`src/rtl/keypad_pkg.sv`:
```
// Shared types and constants for the 4x4 matrix keypad scanner and its consumers.
// Key codes are {row_idx[1:0], col_idx[1:0]} for a standard 1-2-3-A telephone layout.
package keypad_pkg;

    localparam int KEY_W  = 4;
    localparam int ROWS   = 4;
    localparam int COLS   = 4;
    localparam int SNAP_W = ROWS * COLS;

    typedef enum logic [1:0] {
        IDLE      = 2'd0,
        DEB_PRESS = 2'd1,
        PRESSED   = 2'd2,
        DEB_REL   = 2'd3
    } kp_state_t;

    typedef enum logic [1:0] {
        CLS_NONE   = 2'd0,
        CLS_SINGLE = 2'd1,
        CLS_MULTI  = 2'd2
    } kp_class_t;

    typedef struct packed {
        kp_class_t        cls;
        logic [KEY_W-1:0] key;
    } kp_scan_t;

    localparam logic [KEY_W-1:0] KEY_1    = 4'h0;
    localparam logic [KEY_W-1:0] KEY_2    = 4'h1;
    localparam logic [KEY_W-1:0] KEY_3    = 4'h2;
    localparam logic [KEY_W-1:0] KEY_A    = 4'h3;
    localparam logic [KEY_W-1:0] KEY_4    = 4'h4;
    localparam logic [KEY_W-1:0] KEY_5    = 4'h5;
    localparam logic [KEY_W-1:0] KEY_6    = 4'h6;
    localparam logic [KEY_W-1:0] KEY_B    = 4'h7;
    localparam logic [KEY_W-1:0] KEY_7    = 4'h8;
    localparam logic [KEY_W-1:0] KEY_8    = 4'h9;
    localparam logic [KEY_W-1:0] KEY_9    = 4'hA;
    localparam logic [KEY_W-1:0] KEY_C    = 4'hB;
    localparam logic [KEY_W-1:0] KEY_STAR = 4'hC;
    localparam logic [KEY_W-1:0] KEY_0    = 4'hD;
    localparam logic [KEY_W-1:0] KEY_HASH = 4'hE;
    localparam logic [KEY_W-1:0] KEY_D    = 4'hF;

    // Any snapshot with two or more closures may contain ghost keys, so it is only ever MULTI.
    function automatic kp_scan_t classify(input logic [SNAP_W-1:0] snap);
        kp_scan_t    res;
        int unsigned ones;
        res.cls = CLS_NONE;
        res.key = '0;
        ones    = 0;
        for (int unsigned i = 0; i < SNAP_W; i++) begin
            if (snap[i]) begin
                ones    = ones + 1;
                res.key = KEY_W'(i);
            end
        end
        if (ones == 1)
            res.cls = CLS_SINGLE;
        else if (ones > 1)
            res.cls = CLS_MULTI;
        return res;
    endfunction

    function automatic logic [7:0] key_ascii(input logic [KEY_W-1:0] code);
        logic [7:0] c;
        c = "?";
        case (code)
            KEY_1:    c = "1";
            KEY_2:    c = "2";
            KEY_3:    c = "3";
            KEY_A:    c = "A";
            KEY_4:    c = "4";
            KEY_5:    c = "5";
            KEY_6:    c = "6";
            KEY_B:    c = "B";
            KEY_7:    c = "7";
            KEY_8:    c = "8";
            KEY_9:    c = "9";
            KEY_C:    c = "C";
            KEY_STAR: c = "*";
            KEY_0:    c = "0";
            KEY_HASH: c = "#";
            KEY_D:    c = "D";
            default:  c = "?";
        endcase
        return c;
    endfunction

endpackage

```
`src/rtl/keypad_scan_timer.sv`:
```
// Column strobe generator: dwells SCAN_TICKS cycles per column, drives one column low at a time,
// and flags the last tick of each dwell (sample_en) and of the whole 4-column scan (scan_done).
module keypad_scan_timer
    import keypad_pkg::*;
#(
    parameter int SCAN_TICKS = 50000
) (
    input  logic       clock_50Mhz,
    input  logic       reset,
    output logic [1:0] col_idx,
    output logic [3:0] col_out,
    output logic       sample_en,
    output logic       scan_done
);

    localparam int TICK_W = (SCAN_TICKS > 1) ? $clog2(SCAN_TICKS) : 1;
    localparam logic [TICK_W-1:0] TICK_LAST = TICK_W'(SCAN_TICKS - 1);

    logic [TICK_W-1:0] tick;
    logic [1:0]        col_next;

    always_comb begin
        col_next = (col_idx == 2'd3) ? 2'd0 : col_idx + 2'd1;
    end

    always_ff @(posedge clock_50Mhz) begin
        if (reset) begin
            tick    <= '0;
            col_idx <= 2'd0;
            col_out <= 4'b1110;
        end else if (tick == TICK_LAST) begin
            tick    <= '0;
            col_idx <= col_next;
            col_out <= ~(4'b0001 << col_next);
        end else begin
            tick    <= tick + TICK_W'(1);
        end
    end

    assign sample_en = (tick == TICK_LAST);
    assign scan_done = sample_en && (col_idx == 2'd3);

endmodule

```
`src/rtl/keypad_scanner.sv`:
```
// 4x4 keypad reader: synchronizes rows, builds a 16-bit closure snapshot per scan and debounces
// whole-scan classifications into a single key_valid pulse per clean press.
module keypad_scanner
    import keypad_pkg::*;
#(
    parameter int SCAN_TICKS     = 50000,
    parameter int DEBOUNCE_SCANS = 4
) (
    input  logic             clock_50Mhz,
    input  logic             reset,
    input  logic [3:0]       row_in,
    output logic [3:0]       col_out,
    output logic [KEY_W-1:0] key_code,
    output logic             key_valid,
    output logic             key_held
);

    localparam int CNT_W = $clog2(DEBOUNCE_SCANS + 1);
    localparam logic [CNT_W-1:0] CNT_ONE  = CNT_W'(1);
    localparam logic [CNT_W-1:0] CNT_LAST = CNT_W'(DEBOUNCE_SCANS);

    logic [1:0]        col_idx;
    logic              sample_en;
    logic              scan_done;
    logic [3:0]        row_meta;
    logic [3:0]        row_sync;
    logic [SNAP_W-1:0] snapshot;
    logic [SNAP_W-1:0] snap_next;
    kp_scan_t          scan_res;
    kp_state_t         state;
    logic [KEY_W-1:0]  cand;
    logic [CNT_W-1:0]  cnt;
    logic [CNT_W-1:0]  cnt_inc;
    logic              is_none;
    logic              is_single;

    keypad_scan_timer #(
        .SCAN_TICKS(SCAN_TICKS)
    ) u_timer (
        .clock_50Mhz(clock_50Mhz),
        .reset      (reset),
        .col_idx    (col_idx),
        .col_out    (col_out),
        .sample_en  (sample_en),
        .scan_done  (scan_done)
    );

    // Rows idle high through the pull-ups, so the synchronizer resets to "no key".
    always_ff @(posedge clock_50Mhz) begin
        if (reset) begin
            row_meta <= '1;
            row_sync <= '1;
        end else begin
            row_meta <= row_in;
            row_sync <= row_meta;
        end
    end

    // The classifier looks at snap_next so the column-3 sample taken on scan_done is included.
    always_comb begin
        snap_next = snapshot;
        if (sample_en) begin
            for (int unsigned r = 0; r < ROWS; r++)
                snap_next[{2'(r), col_idx}] = ~row_sync[r];
        end
    end

    always_ff @(posedge clock_50Mhz) begin
        if (reset)
            snapshot <= '0;
        else
            snapshot <= snap_next;
    end

    always_comb begin
        scan_res  = classify(snap_next);
        is_none   = (scan_res.cls == CLS_NONE);
        is_single = (scan_res.cls == CLS_SINGLE);
        cnt_inc   = (cnt == CNT_LAST) ? cnt : cnt + CNT_W'(1);
    end

    always_ff @(posedge clock_50Mhz) begin
        if (reset) begin
            state     <= IDLE;
            cand      <= '0;
            cnt       <= '0;
            key_code  <= '0;
            key_valid <= 1'b0;
            key_held  <= 1'b0;
        end else begin
            key_valid <= 1'b0;
            if (scan_done) begin
                case (state)
                    IDLE: begin
                        if (is_single) begin
                            cand  <= scan_res.key;
                            cnt   <= CNT_ONE;
                            state <= DEB_PRESS;
                        end
                    end
                    DEB_PRESS: begin
                        if (is_single && scan_res.key == cand) begin
                            cnt <= cnt_inc;
                            if (cnt_inc == CNT_LAST) begin
                                state     <= PRESSED;
                                key_code  <= cand;
                                key_valid <= 1'b1;
                                key_held  <= 1'b1;
                            end
                        end else if (is_single) begin
                            cand <= scan_res.key;
                            cnt  <= CNT_ONE;
                        end else begin
                            state <= IDLE;
                        end
                    end
                    PRESSED: begin
                        if (is_none) begin
                            cnt   <= CNT_ONE;
                            state <= DEB_REL;
                        end
                    end
                    DEB_REL: begin
                        if (is_none) begin
                            cnt <= cnt_inc;
                            if (cnt_inc == CNT_LAST) begin
                                state    <= IDLE;
                                key_held <= 1'b0;
                            end
                        end else begin
                            state <= PRESSED;
                        end
                    end
                    default: state <= IDLE;
                endcase
            end
        end
    end

endmodule

```
`config.mk`:
```
export PLATFORM = sky130hd
export DESIGN_NAME = keypad_scanner
export DESIGN_NICKNAME = d
export VERILOG_FILES = /design/src/rtl/keypad_pkg.sv /design/src/rtl/keypad_scan_timer.sv /design/src/rtl/keypad_scanner.sv
export SDC_FILE = /design/constraint.sdc
export NUM_CORES = 1
export LEC_CHECK = 0
export BUFFER_PORTS_ARGS = -buffer_cell sky130_fd_sc_hd__buf_2
export CAP_MARGIN = 15
export CORE_MARGIN = 2
export CORE_UTILIZATION = 65
export CTS_BUF_LIST = sky130_fd_sc_hd__clkbuf_2 sky130_fd_sc_hd__clkbuf_4 sky130_fd_sc_hd__clkbuf_8
export CTS_CLUSTER_SIZE = 14
export DETAILED_ROUTE_END_ITERATION = 12
export PLACE_DENSITY = 0.85
export SYNTH_ARGS = -nofsm -noshare
export SYNTH_HDL_FRONTEND = slang
export SYNTH_SLANG_ARGS = --single-unit
```
`constraint.sdc`:
```
create_clock -name clock_50Mhz -period 13.51 [get_ports clock_50Mhz]
set_clock_uncertainty 0.2 [all_clocks]
set_input_delay 1.351 -clock clock_50Mhz [delete_from_list [all_inputs] [get_ports clock_50Mhz]]
set_output_delay 1.351 -clock clock_50Mhz [all_outputs]
set_load 0.005 [all_outputs]
```
==> results of run 1 <==
==> metrics by stage <==
stage          utilization, %  std cells  TNS (ps)  worst slack (ps)  hold WS, ps
3_3_place_gp            68.52        783         0              1167        195.7
5_1_grt                 71.75        800    -1.205            -1.205        231.2
4_1_cts                 71.26        799         0             677.2        208.3
3_5_place_dp            68.52        783         0             710.6        196.7
2_1_floorplan               -        688         0              1738        189.5
6_report                71.75        800         0             998.5        203.4
==> metal layers <==
layer	vias to the layer above	global-route usage, %	wire length (µm)
met1	2507	39.56	6044
met3	39	4.620	731
li1	2535	-	-
met4	0	12.14	328
met5	-	0	0
met2	181	53.09	6670
==> registers in the layout, indices dropped and copies added, names as in the netlist <==
register / cells
cnt: 3
key_held: 1
u_timer.col_out: 4
row_sync: 4
u_timer.col_idx: 2
row_meta: 4
cand: 4
state: 2
key_code: 4
key_valid: 1
snapshot: 16
u_timer.tick: 16
==> cell families (layout without fill, tap and decap cells) <==
family	count (synthesis)	after routing	synth area share, %
AO/OA/AOI/OAI	172	172	23.68
XOR/XNOR	66	66	13.36
adder cells (fa/ha/maj)	25	25	5.663
buffers and inverters	57	64	4.179
flip-flops	61	61	22.29
multiplexers	21	21	4.248
AND/OR/NAND/NOR	286	286	26.58
==> timing repair <==
| action | CTS | global route |
|---|---|---|
| resized for setup | 0 | 7 |
| setup buffers | 0 | 1 |
| setup endpoints to repair | 0 | 15 |
==> placed cells by master (no fill, tap or decap), drive strengths merged, types with 12 or more instances in the layout <==
cell type  count
nor3          17
a21oi         23
mux2i         12
xnor2         40
nor2          79
o21ai         28
nand4         13
ha            24
a211oi        16
nand2         71
buf           21
and2          13
inv           27
dfxtp         61
nand3         21
xor2          17
==> power groups by stage <==
stage | clock [W] | combinational (W) | sequential [W]
floorplan | 0 | 0.00000594 | 0.000186
global placement | 0 | 0.00000674 | 0.000188
detailed placement | 0 | 0.00000704 | 0.000188
CTS | 0.000184 | 0.00000706 | 0.000184
global route | 0.000191 | 0.00000811 | 0.000184
finish | 0.000184 | 0.00000716 | 0.000184
==> layout make-up <==
cell class                      count  share of cell area, %
Clock buffer                        9                  2.112
Inverter                           27                  1.728
Timing Repair Buffer               21                  2.048
Clock inverter                      7                  1.706
Multi-Input combinational cell    570                  69.35
Sequential cell                    61                  20.82
Tap cell                          105                  2.240
==> worst max-delay path, delay by kind of cell, from the launching register on <==
family,cells,cell delay [ps]
XOR/XNOR,1,130
flip-flops,1,360
AO/OA/AOI/OAI,16,3250
AND/OR/NAND/NOR,22,4080
buffers and inverters,2,260
adder cells (fa/ha/maj),13,4110
==> worst max path at each step <==
stage | depth (start not counted) | endpoint | slack, ps
global route | 56 | key_held | -1
finish | 54 | key_code[1] | 1000
detailed placement | 54 | key_code[1] | 710
global placement | 54 | key_code[1] | 1170
floorplan | 60 | key_code[0] | 1740
CTS | 54 | key_code[1] | 680
==> impl_metrics.env, run 1 <==
export IMPL_dpl_hpwl_um=10070
export IMPL_rrSetupSlack_ps=1000
export IMPL_dieHeight_um=95.81
export IMPL_r2r_start="u_timer.tick[5]"
export IMPL_critPathSlowestCell="or4b_4"
export IMPL_path_class="reg2reg"
export IMPL_p_total_w=0.0003753
export IMPL_cts_tree="yes"
export IMPL_comb_power_share_pct=1.9
export IMPL_power_frac_seq_pct=48.9
export IMPL_syn_area_per_cell_um2=7.964
export IMPL_run_status="completed"
export IMPL_min_delay_start="row_meta[1]"
export IMPL_multi_input_area_um2=4068
export IMPL_htree_levels=3
export IMPL_intPower_w=0.0002882
export IMPL_final_nets=720
export IMPL_grt_total_usage_pct=31.15
export IMPL_p_switching_w=0.00008709
export IMPL_hold_path_depth=1
export IMPL_cts_path_max_buffers=2
export IMPL_synth_area_top_cells="dfxtp_1 22%, xnor2_1 6.4%, ha_1 5.5%"
export IMPL_synth_common_cells="77 x nor2_1, 71 x nand2_1, 61 x dfxtp_1"
export IMPL_start_kind="flip-flop"
export IMPL_worstPathRequired_ps=13560
export IMPL_port_buffers=15
export IMPL_end_kind="flip-flop"
export IMPL_drcViolationCount=0
export IMPL_start_util_pct=67.02
export IMPL_crit_top_cell="ha_1"
export IMPL_final_min_clock_period_ps=12510
export IMPL_hold_path_class="reg2reg"
export IMPL_cap_violations=0
export IMPL_synthesis_area_um2=5479
export IMPL_drive_gt1_share_pct=12.37
export IMPL_synthFlopType="dfxtp_1"
export IMPL_row_count=33
export IMPL_r2r_worst_path_cells=54
export IMPL_crit_fanout=14
export IMPL_synth_seq_cells=61
export IMPL_synth_seq_area_share_pct=22.29
export IMPL_hold_viol=0
export IMPL_synthDistinctLibCells=92
export IMPL_crit_start="u_timer.tick[5]"
export IMPL_hold_end="row_sync[1]"
export IMPL_routed_via_density=6.578
export IMPL_r2r_end="key_code[1]"
export IMPL_p_per_area_nw_per_um2=63.98
export IMPL_routed_wl_um=13770
export IMPL_fmax_ghz=0.07993
export IMPL_clk_latency_ps=360
export IMPL_yosys_area_top_type_share_pct=22.29
export IMPL_grt_ovfl_total=0
export IMPL_place_gp_congestion=0.9389
export IMPL_syn2layout_area_growth_pct=7.056
export IMPL_clkPwrFrac_pct=49.2
export IMPL_holdBufCountCts=0
export IMPL_grt_max_degree=39
export IMPL_synth_edf_count=0
export IMPL_dieArea_um2=9180
export IMPL_setup_viol=0
export IMPL_antennaDiodeCount=0
export IMPL_cts_buffers=9
export IMPL_synth_cells=688
export IMPL_antenna_left=0
export IMPL_place_area_um2=5602
export IMPL_cp_arrival_ps=12560
export IMPL_grt_pass1_vias=4920
export IMPL_postLayoutCellArea_um2=5866
export IMPL_syn_nets=718
export IMPL_yosysTopAreaCell="dfxtp_1"
export IMPL_period_share_pct=92.61
export IMPL_io_pins=16
export IMPL_max_slew_margin_rel_pct=35.18
export IMPL_slowest_delay_ps=640
export IMPL_firstDrtPassIters=5
export IMPL_drv_slew=0
export IMPL_p_sw_share_pct=23.21
export IMPL_core_area_um2=8175
export IMPL_ys_warn_count=0
export IMPL_worst_pin_slew_ps=945.2
export IMPL_peakVddDrop_mv=0.05887
export IMPL_path_clk_slew_ps=80
export IMPL_cts_root_buf="clkbuf_8"
export IMPL_seqCellArea_um2=1221
export IMPL_antenna_found_initial=0
export IMPL_yosysMostFrequentCell="nor2_1"
export IMPL_leakage_nw=2.362
export IMPL_avgRoutedWirePerCell_um=17.22
export IMPL_fill_cells=617
export IMPL_dieWidth_um=95.81
export IMPL_dr_total_vias=5262
export IMPL_dr_first_iter_drc_count=469
export IMPL_grt_pass1_wl_um=22940
export IMPL_cts_sinks=61
export IMPL_synthArstFlopShare_pct=0
Power figures use the tool's default switching activity.
==> run 2: changes to the inputs <==
- CORE_UTILIZATION: 65 -> 64
- CTS_BUF_LIST: sky130_fd_sc_hd__clkbuf_2 sky130_fd_sc_hd__clkbuf_4 sky130_fd_sc_hd__clkbuf_8 -> unset
- PLACE_DENSITY: 0.85 -> 0.84
==> run 2 against run 1 <==
  * First-iteration DRC count decreased by 22%
  * Total power fell by 6.8%
  * Die area is 1.5% higher
  * Sequential cell count unchanged
  * Setup slack better by 60 ps
  * Routed wire length fell by 2.7%
  * Worst hold slack better by 7.5 ps
  * Core utilization is 0.79 points lower
  * Via count decreased by 2.1%
  * Largest cell class unchanged
  * Largest power group unchanged
==> impl_metrics.env, run 2 (synthesized netlist as in run 1, its figures left out) <==
export IMPL_run_status="completed"
export IMPL_path_class="reg2reg"
export IMPL_max_slew_margin_rel_pct=44.02
export IMPL_cts_buffers=9
export IMPL_grt_pass1_wl_um=22310
export IMPL_dpl_hpwl_um=10090
export IMPL_comb_power_share_pct=2.0
export IMPL_final_common_cell="nor2_1"
export IMPL_place_gp_congestion=0.9091
export IMPL_drv_slew=0
export IMPL_period_share_pct=92.17
export IMPL_dr_first_iter_drc_count=368
export IMPL_grt_pass1_vias=4869
export IMPL_routed_wl_um=13410
export IMPL_worst_pin_slew_ps=834.7
export IMPL_crit_fanout=14
export IMPL_htree_levels=3
export IMPL_crit_start="u_timer.tick[6]"
export IMPL_row_count=33
export IMPL_fin_util_pct=70.95
export IMPL_avgRoutedWirePerCell_um=16.74
export IMPL_syn2layout_area_growth_pct=6.942
export IMPL_rsz0062_at_grt="no"
export IMPL_grt_max_degree=39
export IMPL_io_pins=16
export IMPL_path_clk_slew_ps=70
export IMPL_hold_path_class="reg2reg"
export IMPL_power_frac_seq_pct=52.5
export IMPL_worstPathRequired_ps=13550
export IMPL_start_kind="flip-flop"
export IMPL_dieWidth_um=96.53
export IMPL_intPower_w=0.0002737
export IMPL_p_sw_share_pct=21.76
export IMPL_r2r_start="u_timer.tick[6]"
export IMPL_fmax_ghz=0.08031
export IMPL_clk_latency_ps=350
export IMPL_cp_arrival_ps=12490
export IMPL_min_delay_start="row_meta[2]"
export IMPL_cts_path_max_buffers=2
export IMPL_routed_via_density=6.429
export IMPL_cts_tree="yes"
export IMPL_drcViolationCount=0
export IMPL_final_nets=721
export IMPL_leakage_nw=2.363
export IMPL_hold_viol=0
export IMPL_cts_sinks=61
export IMPL_port_buffers=15
export IMPL_p_switching_w=0.00007611
export IMPL_dieArea_um2=9317
export IMPL_peakVddDrop_mv=0.07475
export IMPL_final_cell_mix="77 x nor2_1, 71 x nand2_1, 61 x dfxtp_1"
export IMPL_start_util_pct=66.35
export IMPL_final_min_clock_period_ps=12450
export IMPL_setup_viol=0
export IMPL_cts_root_buf="clkbuf_8"
export IMPL_fill_cells=681
export IMPL_p_per_area_nw_per_um2=59.70
export IMPL_clkPwrFrac_pct=45.5
export IMPL_drive_gt1_share_pct=12.64
export IMPL_antenna_found_initial=0
export IMPL_crit_top_cell="ha_1"
export IMPL_cap_violations=0
export IMPL_firstDrtPassIters=5
export IMPL_setup_tns_final_ps=0
export IMPL_critPathSlowestCell="or4_4"
export IMPL_reg_top3="snapshot x16, u_timer.tick x16"
export IMPL_antenna_left=0
export IMPL_grt_total_usage_pct=30.09
export IMPL_end_kind="flip-flop"
export IMPL_dr_total_vias=5150
export IMPL_grt_ovfl_total=0
export IMPL_slowest_delay_ps=620
export IMPL_dieHeight_um=96.53
export IMPL_core_area_um2=8258
export IMPL_antennaDiodeCount=0
[run 2: worst max-delay path: cells and delay by family (launching register included)]
| family | cells | cell delay (ps) |
|---|---|---|
| AO/OA/AOI/OAI | 16 | 2970 |
| buffers and inverters | 2 | 210 |
| AND/OR/NAND/NOR | 22 | 4350 |
| flip-flops | 1 | 420 |
| adder cells (fa/ha/maj) | 13 | 4180 |
[run 2: final timing paths]
kind                 end  slack (ps)  depth (start not counted)
max          key_code[3]        1060                         53
min          row_sync[2]         210                          1
max reg2reg  key_code[3]        1060                         53
min reg2reg  row_sync[2]         210                          1
[run 2: cell type report]
type / count / area (µm²) / share of cell area [%]
inverters: 27 / 101.3 / 1.730
well taps: 105 / 131.4 / 2.242
flip-flops and latches: 61 / 1221 / 20.84
repair buffers: 22 / 127.6 / 2.178
clock inverters: 4 / 47.55 / 0.8114
clock buffers: 12 / 145.1 / 2.477
multi-input cells: 570 / 4085 / 69.72
[run 2: stage by stage]
step / cell area (µm²) / std cells / worst slack, ps / total power [W] / hold WS [ps]
after floorplan: 5479 / 688 / 1738 / 0.0001924 / 189.5
after global placement: 5609 / 784 / 1163 / 0.0001943 / 203.4
after detailed placement: 5609 / 784 / 603.7 / 0.0001945 / 200.5
after CTS: 5802 / 800 / 542.1 / 0.0003527 / 207.9
after global routing: 5859 / 801 / 107.0 / 0.0003613 / 214.1
final: 5859 / 801 / 1058 / 0.0003498 / 210.9
[run 2: metal layers]
metal	GRT usage, %	share of wire, %	vias up
li1	-	-	2533
met1	37.77	44	2433
met2	50.81	49	149
met3	5.120	4.7	35
met4	13.03	2.4	0
met5	0	0	-
[run 2: power by group through the flow]
stage | registers, W | clock network (W) | logic (W)
2_1_floorplan | 0.000186 | 0 | 0.00000594
3_3_place_gp | 0.000188 | 0 | 0.00000674
3_5_place_dp | 0.000188 | 0 | 0.00000691
4_1_cts | 0.000184 | 0.000162 | 0.00000700
5_1_grt | 0.000184 | 0.000170 | 0.00000776
6_report | 0.000184 | 0.000159 | 0.00000703
[run 2: repair_timing]
action | 4_1_cts | 5_1_grt
gates resized for setup | 0 | 10
setup buffers | 0 | 1
endpoints found under the hold margin | 0 | 0
hold buffers | 0 | 0
endpoints found under the setup margin | 0 | 15
==> run 3: changes to the inputs <==
- CELL_PAD_IN_SITES_DETAIL_PLACEMENT: unset -> 0
- CELL_PAD_IN_SITES_GLOBAL_PLACEMENT: unset -> 2
- CORE_UTILIZATION: 64 -> 39
==> run 3 against run 2 <==
  * Routed wire length up 8.7%
  * Die area rose by 61%
  * Final area increased by 3.3%
  * Global-route usage is 10 points lower
  * Fmax about the same
  * First-iteration DRC count decreased by 0.82%
  * Critical path depth increased by 2
  * Core utilization fell by 27 points
  * Sequential power about the same
  * Register-to-register slack about the same
  * Sequential cell count did not move
  * Critical endpoint is now key_held
==> impl_metrics.env, run 3 (synthesized netlist as in run 1, its figures left out) <==
export IMPL_hold_path_class="reg2reg"
export IMPL_final_min_clock_period_ps=12440
export IMPL_leakage_nw=2.414
export IMPL_cts_sinks=61
export IMPL_antennaDiodeCount=0
export IMPL_worst_pin_slew_ps=950.4
export IMPL_postLayoutCellArea_um2=6053
export IMPL_cts_path_max_buffers=2
export IMPL_clk_latency_ps=330
export IMPL_crit_top_cell="ha_1"
export IMPL_grt_pass1_wl_um=24180
export IMPL_cap_violations=0
export IMPL_final_nets=723
export IMPL_rsz0062_at_grt="no"
export IMPL_dpl_worst_slack_ps=479.4
export IMPL_dieWidth_um=122.5
export IMPL_setup_viol=0
export IMPL_place_gp_congestion=0.8886
export IMPL_period_share_pct=92.11
export IMPL_final_common_cell="nor2_1"
export IMPL_fill_cells=1394
export IMPL_routed_via_density=5.764
export IMPL_io_pins=16
export IMPL_seqCellArea_um2=1221
export IMPL_routed_wl_um=14580
export IMPL_port_buffers=15
export IMPL_avgRoutedWirePerCell_um=16.62
export IMPL_grt_total_usage_pct=20.04
export IMPL_drcViolationCount=0
export IMPL_dieHeight_um=122.5
export IMPL_cp_arrival_ps=12480
export IMPL_firstDrtPassIters=4
export IMPL_p_total_w=0.0004047
export IMPL_p_per_area_nw_per_um2=66.85
export IMPL_grt_pass1_vias=4825
export IMPL_place_area_um2=5717
export IMPL_dr_total_vias=5055
export IMPL_start_kind="flip-flop"
export IMPL_grt_max_degree=39
export IMPL_antenna_left=0
export IMPL_worstPathRequired_ps=13550
export IMPL_drv_slew=0
export IMPL_dpl_hpwl_um=11270
export IMPL_timing_final_ws_setup_ps=1066
export IMPL_path_class="reg2reg"
export IMPL_antenna_found_initial=0
export IMPL_cts_tree="yes"
export IMPL_fmax_ghz=0.08036
export IMPL_path_clk_slew_ps=50
export IMPL_peakVddDrop_mv=0.05937
export IMPL_core_area_um2=13830
export IMPL_final_cell_mix="77 x nor2_1, 70 x nand2_1, 61 x dfxtp_1"
export IMPL_syn2layout_area_growth_pct=10.48
export IMPL_crit_fanout=11
export IMPL_drive_gt1_share_pct=12.77
export IMPL_multi_input_area_um2=4084
export IMPL_end_kind="flip-flop"
export IMPL_row_count=43
export IMPL_cts_root_buf="clkbuf_16"
export IMPL_setup_tns_final_ps=0
export IMPL_dr_first_iter_drc_count=365
export IMPL_cts_buffers=9
export IMPL_max_slew_margin_rel_pct=35.97
export IMPL_dieArea_um2=15010
export IMPL_hold_viol=0
export IMPL_critPathSlowestCell="or4_4"
export IMPL_slowest_delay_ps=620
export IMPL_reg_top3="snapshot x16, u_timer.tick x16"
export IMPL_start_util_pct=39.63
export IMPL_run_status="completed"
export IMPL_grt_ovfl_total=0
export IMPL_htree_levels=3
-- run 3: cell count changes in the layout (fill, tap and decap cells not counted), sizes merged --
cell      previous run  this run
clkinvlp             1         0
bufinv               1         0
clkinv               2         1
clkbuf              12        14
buf                 22        24
-- run 3: stage by stage --
step | hold slack [ps] | std cells | util [%]
after floorplan | 189.5 | 688 | -
after global placement | 202.7 | 860 | 41.34
after detailed placement | 205.8 | 860 | 41.34
after CTS | 212.9 | 875 | 43.36
after global routing | 230.2 | 877 | 43.78
final | 209.0 | 877 | 43.78
-- run 3: area by class of cell --
cell class | instances | area share (%)
Clock buffer | 14 | 4.527
Clock inverter | 1 | 0.08268
Inverter | 27 | 1.674
Multi-Input combinational cell | 570 | 67.47
Sequential cell | 61 | 20.17
Tap cell | 180 | 3.721
Timing Repair Buffer | 24 | 2.356
-- run 3: final timing paths --
| check | cells past startpoint | slack (ps) | start | to |
|---|---|---|---|---|
| max | 55 | 1070 | u_timer.tick[6] | key_held |
| min | 1 | 210 | row_meta[2] | row_sync[2] |
| max reg2reg | 55 | 1070 | u_timer.tick[6] | key_held |
| min reg2reg | 1 | 210 | row_meta[2] | row_sync[2] |
-- run 3: critical path: cells and delay by family, from the launching register on --
family                     cells  cell delay, ps
DFF                            1             430
and+or+nand+nor               23            4020
AOI/OAI and AO/OA             17            3330
buffers and inverters          2             220
adders and majority gates     13            4140
-- run 3: layer usage --
metal	wire length, µm	vias to the layer above	track usage (%)	part of all wire [%]
li1	-	2547	-	-
met1	6962	2394	26.23	48
met2	6992	99	33.92	48
met3	476	15	4.089	3.3
met4	145	0	4.526	0.99
met5	0	-	0	0
-- run 3: what timing repair did --
action                     4_1_cts  5_1_grt
buffers inserted                 0        2
hold buffers                     0        0
resized for setup                0        9
hold endpoints to repair         0        0
setup endpoints to repair        0       15
-- run 3: power breakdown --
group / switching [W] / internal (W) / total, W / leakage (nW)
registers: 0.00000199 / 0.000182 / 0.000184 / 0.494
clock network: 0.0000756 / 0.000138 / 0.000213 / 0.139
logic: 0.00000488 / 0.00000239 / 0.00000727 / 1.78
